`src/rtl/wb_obi_bridge_pkg.sv`:
```
// Shared SoC bus definitions: bridge state encoding and byte-enable width.
package wb_obi_bridge_pkg;

    localparam int unsigned BE_WIDTH = 4;

    typedef enum logic [2:0] {
        ST_IDLE = 3'd0,
        ST_REQ  = 3'd1,
        ST_RESP = 3'd2,
        ST_ACK  = 3'd3,
        ST_ERR  = 3'd4
    } e_wb_obi_state;

endpackage

```
`src/rtl/wb_obi_timeout.sv`:
```
// Saturating request-to-response watchdog; expired is high on the last allowed cycle.
module wb_obi_timeout #(
    parameter int unsigned TIMEOUT_CYCLES = 256
) (
    input  logic clk_i,
    input  logic rst_ni,
    input  logic start,
    input  logic run,
    output logic expired
);

    localparam int unsigned CW = $clog2(TIMEOUT_CYCLES) + 1;
    localparam logic [CW-1:0] LAST = CW'(TIMEOUT_CYCLES - 1);

    logic [CW-1:0] count;

    always_ff @(posedge clk_i or negedge rst_ni) begin
        if (!rst_ni) begin
            count <= '0;
        end else if (start) begin
            count <= '0;
        end else if (run && (count != '1)) begin
            count <= count + 1'b1;
        end
    end

    assign expired = run && (count == LAST);

endmodule

```
`src/rtl/wb_obi_bridge.sv`:
```
// Wishbone B4 classic responder driving one OBI transaction per WB cycle.
// Define WB_OBI_BRIDGE_TIMEOUT_EN to add the req-to-rvalid timeout and ERR response.
module wb_obi_bridge
    import wb_obi_bridge_pkg::*;
#(
    parameter int unsigned ADDR_WIDTH     = 32,
    parameter int unsigned DATA_WIDTH     = 32,
    parameter int unsigned TIMEOUT_CYCLES = 256
) (
    input  logic                  clk_i,
    input  logic                  rst_ni,
    input  logic [ADDR_WIDTH-1:0] wb_adr_i,
    input  logic [DATA_WIDTH-1:0] wb_dat_i,
    output logic [DATA_WIDTH-1:0] wb_dat_o,
    input  logic                  wb_we_i,
    input  logic [BE_WIDTH-1:0]   wb_sel_i,
    input  logic                  wb_stb_i,
    input  logic                  wb_cyc_i,
    output logic                  wb_ack_o,
    output logic                  wb_err_o,
    output logic                  obi_req_o,
    input  logic                  obi_gnt_i,
    output logic [ADDR_WIDTH-1:0] obi_addr_o,
    output logic                  obi_we_o,
    output logic [BE_WIDTH-1:0]   obi_be_o,
    output logic [DATA_WIDTH-1:0] obi_wdata_o,
    input  logic                  obi_rvalid_i,
    input  logic [DATA_WIDTH-1:0] obi_rdata_i,
    output logic [2:0]            state_o
);

    if (DATA_WIDTH != 32) begin : g_bad_width
        $error("wb_obi_bridge: DATA_WIDTH must be 32");
    end
    if (TIMEOUT_CYCLES < 2) begin : g_bad_timeout
        $error("wb_obi_bridge: TIMEOUT_CYCLES must be at least 2");
    end

    e_wb_obi_state state;
    logic          aborted;
    logic          timeout;
    logic          start;

    assign start   = (state == ST_IDLE) && wb_cyc_i && wb_stb_i;
    assign state_o = state;

`ifdef WB_OBI_BRIDGE_TIMEOUT_EN
    wb_obi_timeout #(
        .TIMEOUT_CYCLES(TIMEOUT_CYCLES)
    ) u_timeout (
        .clk_i  (clk_i),
        .rst_ni (rst_ni),
        .start  (start),
        .run    ((state == ST_REQ) || (state == ST_RESP)),
        .expired(timeout)
    );
`else
    assign timeout = 1'b0;
`endif

    // An aborted cycle still runs the OBI side to completion; only the WB response is suppressed.
    always_ff @(posedge clk_i or negedge rst_ni) begin
        if (!rst_ni) begin
            state       <= ST_IDLE;
            aborted     <= 1'b0;
            wb_ack_o    <= 1'b0;
            wb_err_o    <= 1'b0;
            wb_dat_o    <= '0;
            obi_req_o   <= 1'b0;
            obi_addr_o  <= '0;
            obi_we_o    <= 1'b0;
            obi_be_o    <= '0;
            obi_wdata_o <= '0;
        end else begin
            wb_ack_o <= 1'b0;
            wb_err_o <= 1'b0;
            case (state)
                ST_IDLE: begin
                    if (start) begin
                        state       <= ST_REQ;
                        aborted     <= 1'b0;
                        obi_req_o   <= 1'b1;
                        obi_addr_o  <= wb_adr_i;
                        obi_wdata_o <= wb_dat_i;
                        obi_we_o    <= wb_we_i;
                        obi_be_o    <= wb_sel_i;
                    end
                end
                ST_REQ: begin
                    if (!wb_cyc_i) aborted <= 1'b1;
                    if (obi_gnt_i) begin
                        state     <= ST_RESP;
                        obi_req_o <= 1'b0;
                    end else if (timeout && wb_cyc_i && !aborted) begin
                        state     <= ST_ERR;
                        obi_req_o <= 1'b0;
                        wb_err_o  <= 1'b1;
                    end
                end
                ST_RESP: begin
                    if (!wb_cyc_i) aborted <= 1'b1;
                    if (obi_rvalid_i) begin
                        if (aborted || !wb_cyc_i) begin
                            state <= ST_IDLE;
                        end else begin
                            state    <= ST_ACK;
                            wb_ack_o <= 1'b1;
                            if (!obi_we_o) wb_dat_o <= obi_rdata_i;
                        end
                    end else if (timeout && wb_cyc_i && !aborted) begin
                        state    <= ST_ERR;
                        wb_err_o <= 1'b1;
                    end
                end
                ST_ACK:  state <= ST_IDLE;
                ST_ERR:  state <= ST_IDLE;
                default: state <= ST_IDLE;
            endcase
        end
    end

endmodule

```
`config.mk`:
```
export PLATFORM = sky130hd
export DESIGN_NAME = wb_obi_bridge
export DESIGN_NICKNAME = d
export VERILOG_FILES = /design/src/rtl/wb_obi_bridge_pkg.sv /design/src/rtl/wb_obi_timeout.sv /design/src/rtl/wb_obi_bridge.sv
export SDC_FILE = /design/constraint.sdc
export NUM_CORES = 1
export LEC_CHECK = 0
export ABC_AREA = 1
export CORE_ASPECT_RATIO = 0.6
export CORE_MARGIN = 1.5
export CORE_UTILIZATION = 43
export CTS_CLUSTER_SIZE = 20
export DETAILED_ROUTE_END_ITERATION = 10
export PLACE_DENSITY = 0.86
export SYNTH_ARGS = -nofsm -noshare
export SYNTH_HDL_FRONTEND = slang
export SYNTH_SLANG_ARGS = --single-unit
```
`constraint.sdc`:
```
create_clock -name clk_i -period 2.7 [get_ports clk_i]
set_clock_uncertainty 0.15 [all_clocks]
set_input_delay 0.54 -clock clk_i [delete_from_list [all_inputs] [get_ports clk_i]]
set_output_delay 0.54 -clock clk_i [all_outputs]
set_load 0.01 [all_outputs]
```
==> impl_metrics.py, run 1 <==
metrics = {
    "global_route": {
        "grt-ovfl-total": 0,
        "antenna_found_initial": 0,
        "grtUsageTotal_pct": 22.82,
        "grt_max_degree": 73,
        "grt_pass1_vias": 3720,
        "grt_pass1_wl_um": 18090,
    },
    "yosys": {
        "synthCells": 472,
        "avgSynthCellArea_sq_um": 8.814,
        "synth_common_cells": "nand2_1, dfrtp_1, nand3_1, buf_2, inv_1",
        "synth_xor_xnor_area_share_pct": 0,
        "ys.flop_type": "dfrtp_1",
        "yosysTopAreaCell": "dfrtp_1",
        "synth_top_family_by_area": "simple AND/OR/NAND/NOR gates",
        "synth_top_area_share_pct": 63.76,
        "synth-simple-area-share_pct": 30.26,
        "synth.area.mux_share_pct": 0,
        "synth_seq_area_share_pct": 63.76,
        "synth_cell_type_count": 16,
        "synth-async-reset-ratio_pct": 100.0,
        "synth_area_leaders": "dfrtp_1, nand2_1, nand3_1, buf_2, ha_1",
        "synth_edf_count": 0,
        "ys_ff_latch": 106,
        "ys_warn_count": 0,
        "synthesis.area_sq_mm": 0.004160,
        "yosysMostFrequentCell": "nand2_1",
        "synth_adder_area_share_pct": 1.203,
        "synth-compound-area-share_pct": 0.7218,
    },
    "finish": {
        "drive_above_1_share_pct": 3.387,
        "final_util_pct": 71.57,
        "regArea_sq_mm": 0.002653,
        "n_antenna_cell": 0,
        "multiInputGateArea_sq_mm": 0.001346,
        "stdcell_count": 809,
        "area_growth_pct": 59.82,
        "fin_nets": 787,
        "fillers": 667,
    },
    "setup_path": {
        "crit_chain": "inv_1, ha_1, inv_1, nor2_4, inv_2, nand2_1, nand2_1",
        "reg2reg_from": "state_o[0]",
        "cp_num_buf_inv": 3,
        "path_max_fanout": 68,
        "worstSetupPathType": "flop to flop",
        "worst-path-stages": 7,
        "crit_slowest_cell": "inv_2",
        "r2r_slack_ns": 0.53,
        "r2r_end": "obi_wdata_o[8]",
        "reg2regPathDepth": 7,
        "critPathLaunchType": "flop",
        "crit_path_start": "state_o[0]",
        "required_ns": 2.82,
        "cp-end-kind": "flop",
        "crit_arrival_ns": 2.29,
        "crit_family": "buffers and inverters",
        "max_stage_delay_ns": 0.74,
    },
    "clocking": {
        "postCtsSetupBuffers": 0,
        "cts_buffers": 9,
        "cts_num_sinks": 106,
        "clockRootBuffer": "clkbuf_16",
        "cts_max_path_buffers": 2,
        "cts_hold_buf": 0,
        "cts_tree": "done",
        "htree_levels": 3,
        "clk_latency_ns": 0.33,
        "postCtsResizedCells": 0,
        "clk_pin_slew_ns": 0.07,
    },
    "floorplanning": {
        "die_w_um": 130.0,
        "num_rows": 27,
        "die_area_sq_mm": 0.01029,
        "io_pins": 214,
        "die_h_um": 79.19,
        "start_util_pct": 44.78,
        "core-area_sq_mm": 0.009290,
    },
    "place": {
        "place_ws_ns": 0.2488,
        "io_buffers": 211,
        "gp_congestion": 0.8024,
        "dp.cells": 795,
        "hpwlAfterDp_um": 8390,
    },
    "detailed_routing": {
        "drt_pass1_iterations": 4,
        "routed-via-count": 3811,
        "antenna_left": 0,
        "first_iter_violations": 152,
        "wl_per_cell_um": 14.35,
        "drc_errors": 0,
        "wl_um": 11610,
        "viasPerCell": 4.711,
    },
    "timing": {
        "hold_viol": 0,
        "finalCriticalPeriod_ns": 2.168,
        "setup_violations": 0,
        "min_period_over_period_pct": 80.30,
        "fmax_mhz": 461.2,
        "rsz0062_at_grt": "no",
        "setup_ws_ns": 0.5318,
        "relSlewSlack_pct": 28.72,
        "final-max-slew-violation-count": 0,
        "hold_slack_ns": 0.04371,
        "tightest_slew_ns": 1.069,
        "setup_tns_ns": 0,
    },
    "power_and_ir_drop": {
        "powerDensity_mw_per_mm2": 1069,
        "p_leak_nw": 3.291,
        "ir_drop_mv": 0.5618,
    },
    "hold_path": {
        "hp-class": "input port to async pin",
    },
    "outcome": {
        "status": "finished, final reports clean",
    },
    "job": {
        "maxCapViolCount": 0,
    },
}
-- worst max path at each step --
stage	end	slack, ns
6_report	obi_wdata_o[8]	0.53
5_1_grt	obi_addr_o[22]	0.34
4_1_cts	obi_addr_o[13]	0.52
3_5_place_dp	obi_addr_o[13]	0.25
3_3_place_gp	obi_wdata_o[20]	0.34
2_1_floorplan	obi_addr_o[11]	1.04
-- cells in the final DEF (no fill, tap or decap), drive strengths merged --
cell type / Yosys / layout
a21oi: 1 / 1
inv: 9 / 10
nand3: 34 / 34
buf: 18 / 7
o21ai: 5 / 5
conb: 1 / 2
nor2: 4 / 4
ha: 4 / 4
dfrtp: 106 / 106
clkbuf: 7 / 10
clkinvlp: 0 / 2
clkdlybuf4s50: 0 / 210
clkinv: 1 / 1
nand2: 282 / 282
bufinv: 0 / 1
-- kinds of logic after synthesis --
group,after synthesis
flip-flops,106
AND/OR/NAND/NOR,320
buffers and inverters,35
AO/OA/AOI/OAI,6
adder cells (fa/ha/maj),4
other,1
-- through the flow --
stage          power, W  instance area, sq um
3_3_place_gp   0.005735                  6366
3_5_place_dp   0.005872                  6366
2_1_floorplan  0.003906                  4164
6_report       0.007107                  6649
4_1_cts        0.007174                  6649
5_1_grt        0.007573                  6649
-- cell type report --
class / instances / share of cell area (%)
sequential: 106 / 39.89
inverter: 10 / 0.5645
tap: 130 / 2.446
clock buffer: 10 / 3.444
timing repair buffer: 217 / 32.59
clock inverter: 4 / 0.8092
multi-input combinational: 332 / 20.25
-- flip-flops by register name, indices dropped and copies added, names as in the netlist --
name	count
obi_addr_o	32
obi_wdata_o	32
wb_dat_o	32
obi_be_o	4
state_o	2
aborted	1
obi_req_o	1
obi_we_o	1
wb_ack_o	1
-- report_power, final --
group	switching [W]	internal (W)	total, W
logic	0.00141	0.00168	0.00309
registers	0.000427	0.00232	0.00275
clock network	0.000561	0.000713	0.00127
-- routing by layer --
layer  GRT usage, %  part of all wire [%]
met1          27.52                    42
met2          37.94                    48
met3          9.030                   9.2
met4          6.778                   1.2
met5              0                     0
Note: power is estimated with default switching activity, not from simulation.
==> run 2: changes to the inputs <==
Settings changed: CORE_UTILIZATION 43 to 40, PLACE_DENSITY 0.86 to 0.81.
Clock period 2.7 ns to 2 ns, I/O delays scaled along.
==> impl_metrics.py, run 2 (same netlist as run 1, synthesis figures left out) <==
metrics = {
    "setup_path": {
        "critPathLaunchType": "flop",
        "worstSetupPathType": "flop to output pin",
        "r2r_end": "wb_dat_o[5]",
        "path_max_fanout": 5,
        "crit_arrival_ns": 1.34,
        "reg2reg_from": "state_o[0]",
        "required_ns": 1.45,
        "reg2regPathDepth": 8,
        "crit_chain": "clkdlybuf4s50_1",
        "cp_num_buf_inv": 1,
        "crit_slowest_cell": "clkdlybuf4s50_1",
        "r2r_slack_ns": 0.30,
        "max_stage_delay_ns": 0.58,
        "cp-end-kind": "output pin",
        "crit_family": "buffers and inverters",
    },
    "timing": {
        "hold_slack_ns": -0.02475,
        "setup_violations": 0,
        "hold_viol": 48,
        "setup_ws_ns": 0.1059,
        "rsz0062_at_grt": "no",
        "fmax_mhz": 528.0,
        "setup_tns_ns": 0,
        "tightest_slew_ns": 0.5488,
        "finalCriticalPeriod_ns": 1.894,
        "min_period_over_period_pct": 94.71,
        "relSlewSlack_pct": 63.41,
        "final-max-slew-violation-count": 0,
    },
    "clocking": {
        "htree_levels": 3,
        "cts_max_path_buffers": 2,
        "clk_pin_slew_ns": 0.07,
        "cts_buffers": 9,
        "clockRootBuffer": "clkbuf_16",
        "cts_tree": "done",
        "postCtsResizedCells": 0,
        "cts_hold_buf": 0,
        "cts_num_sinks": 106,
        "postCtsSetupBuffers": 0,
        "clk_latency_ns": 0.34,
    },
    "finish": {
        "area_growth_pct": 61.98,
        "n_antenna_cell": 0,
        "fillers": 782,
        "design_area_sq_mm": 0.006739,
        "layout_commonest_cell": "nand2_1",
        "reg_top3": "obi_addr_o: 32 flops, obi_wdata_o: 32 flops, wb_dat_o: 32 flops",
        "final_util_pct": 67.49,
        "drive_above_1_share_pct": 3.959,
        "final_cell_mix": "nand2_1, clkdlybuf4s50_1, dfrtp_1",
        "fin_nets": 788,
    },
    "place": {
        "io_buffers": 211,
        "gp_congestion": 0.8228,
        "place_ws_ns": 0.07192,
        "hpwlAfterDp_um": 8072,
        "placed_cell_area_sq_mm": 0.006430,
    },
    "outcome": {
        "status": "finished, violations left",
        "failed_checks": "hold timing",
    },
    "floorplanning": {
        "io_pins": 214,
        "num_rows": 28,
        "die_area_sq_mm": 0.01104,
        "core-area_sq_mm": 0.009985,
        "start_util_pct": 41.67,
        "die_h_um": 82.00,
        "die_w_um": 134.7,
    },
    "detailed_routing": {
        "antenna_left": 0,
        "drc_errors": 0,
        "wl_um": 11440,
        "wl_per_cell_um": 14.00,
        "routed-via-count": 3815,
        "drt_pass1_iterations": 4,
        "viasPerCell": 4.670,
        "first_iter_violations": 158,
    },
    "hold_path": {
        "hp-class": "input port to async pin",
    },
    "global_route": {
        "grt_max_degree": 107,
        "grt_pass1_vias": 3689,
        "grt_pass1_wl_um": 18110,
        "grtUsageTotal_pct": 21.23,
        "grt-ovfl-total": 0,
        "antenna_found_initial": 0,
    },
    "power_and_ir_drop": {
        "ir_drop_mv": 0.7762,
        "powerDensity_mw_per_mm2": 1442,
        "p_leak_nw": 3.337,
    },
    "job": {
        "maxCapViolCount": 0,
    },
}
## run 2: cell count changes in the layout (fill, tap and decap cells not counted), sizes merged
| cell | change |
|---|---|
| buf | +1 |
| clkinv | +1 |
| clkinvlp | -2 |
| inv | +3 |
## run 2: cell type report
cell class / count / area (sq um) / area share (%)
Sequential cell: 106 / 2653 / 39.36
Timing Repair Buffer: 218 / 2225 / 33.01
Multi-Input combinational cell: 332 / 1346 / 19.98
Clock buffer: 10 / 239.0 / 3.546
Tap cell: 135 / 168.9 / 2.506
Clock inverter: 6 / 70.07 / 1.040
Inverter: 10 / 37.54 / 0.5570
## run 2: power by group
group	internal (W)	switching, W	total (W)	leakage, nW
registers	0.00313	0.000571	0.00370	1.36
clock network	0.00102	0.000811	0.00183	0.154
logic	0.00229	0.00189	0.00418	1.83
## run 2: worst max-delay path by stage
| stage | from | end | slack [ns] | cells past startpoint |
|---|---|---|---|---|
| after global placement | wb_cyc_i | obi_req_o | 0.15 | 6 |
| after global routing | state_o[1] | state_o[1] | 0.07 | 1 |
| after detailed placement | wb_cyc_i | wb_dat_o[0] | 0.07 | 7 |
| after floorplan | state_o[0] | obi_addr_o[11] | 0.34 | 9 |
| after CTS | state_o[1] | state_o[1] | 0.1 | 1 |
| final | state_o[1] | state_o[1] | 0.11 | 1 |
## run 2: through the flow
step,std cells,power [W]
6_report,817,0.009716
5_1_grt,817,0.01035
4_1_cts,817,0.009808
3_5_place_dp,801,0.007943
3_3_place_gp,801,0.007791
2_1_floorplan,473,0.005273
## run 2: layer usage
metal,up-vias,wire length (um),part of all wire (%),GRT usage [%]
met2,161,5362,47,34.87
met3,19,906,7.9,6.296
met5,-,0,0,0
li1,1850,-,-,-
met1,1785,4968,43,27.44
met4,0,204,1.8,6.667
## run 2: worst register-to-register path, stage by stage, from the launching register on
cell	delay, ns
dfrtp_1	0.42
inv_1	0.10
ha_1	0.16
nand3_1	0.17
nor2_4	0.16
nand2_1	0.10
buf_12	0.18
nand2_1	0.10
nand2_1	0.06
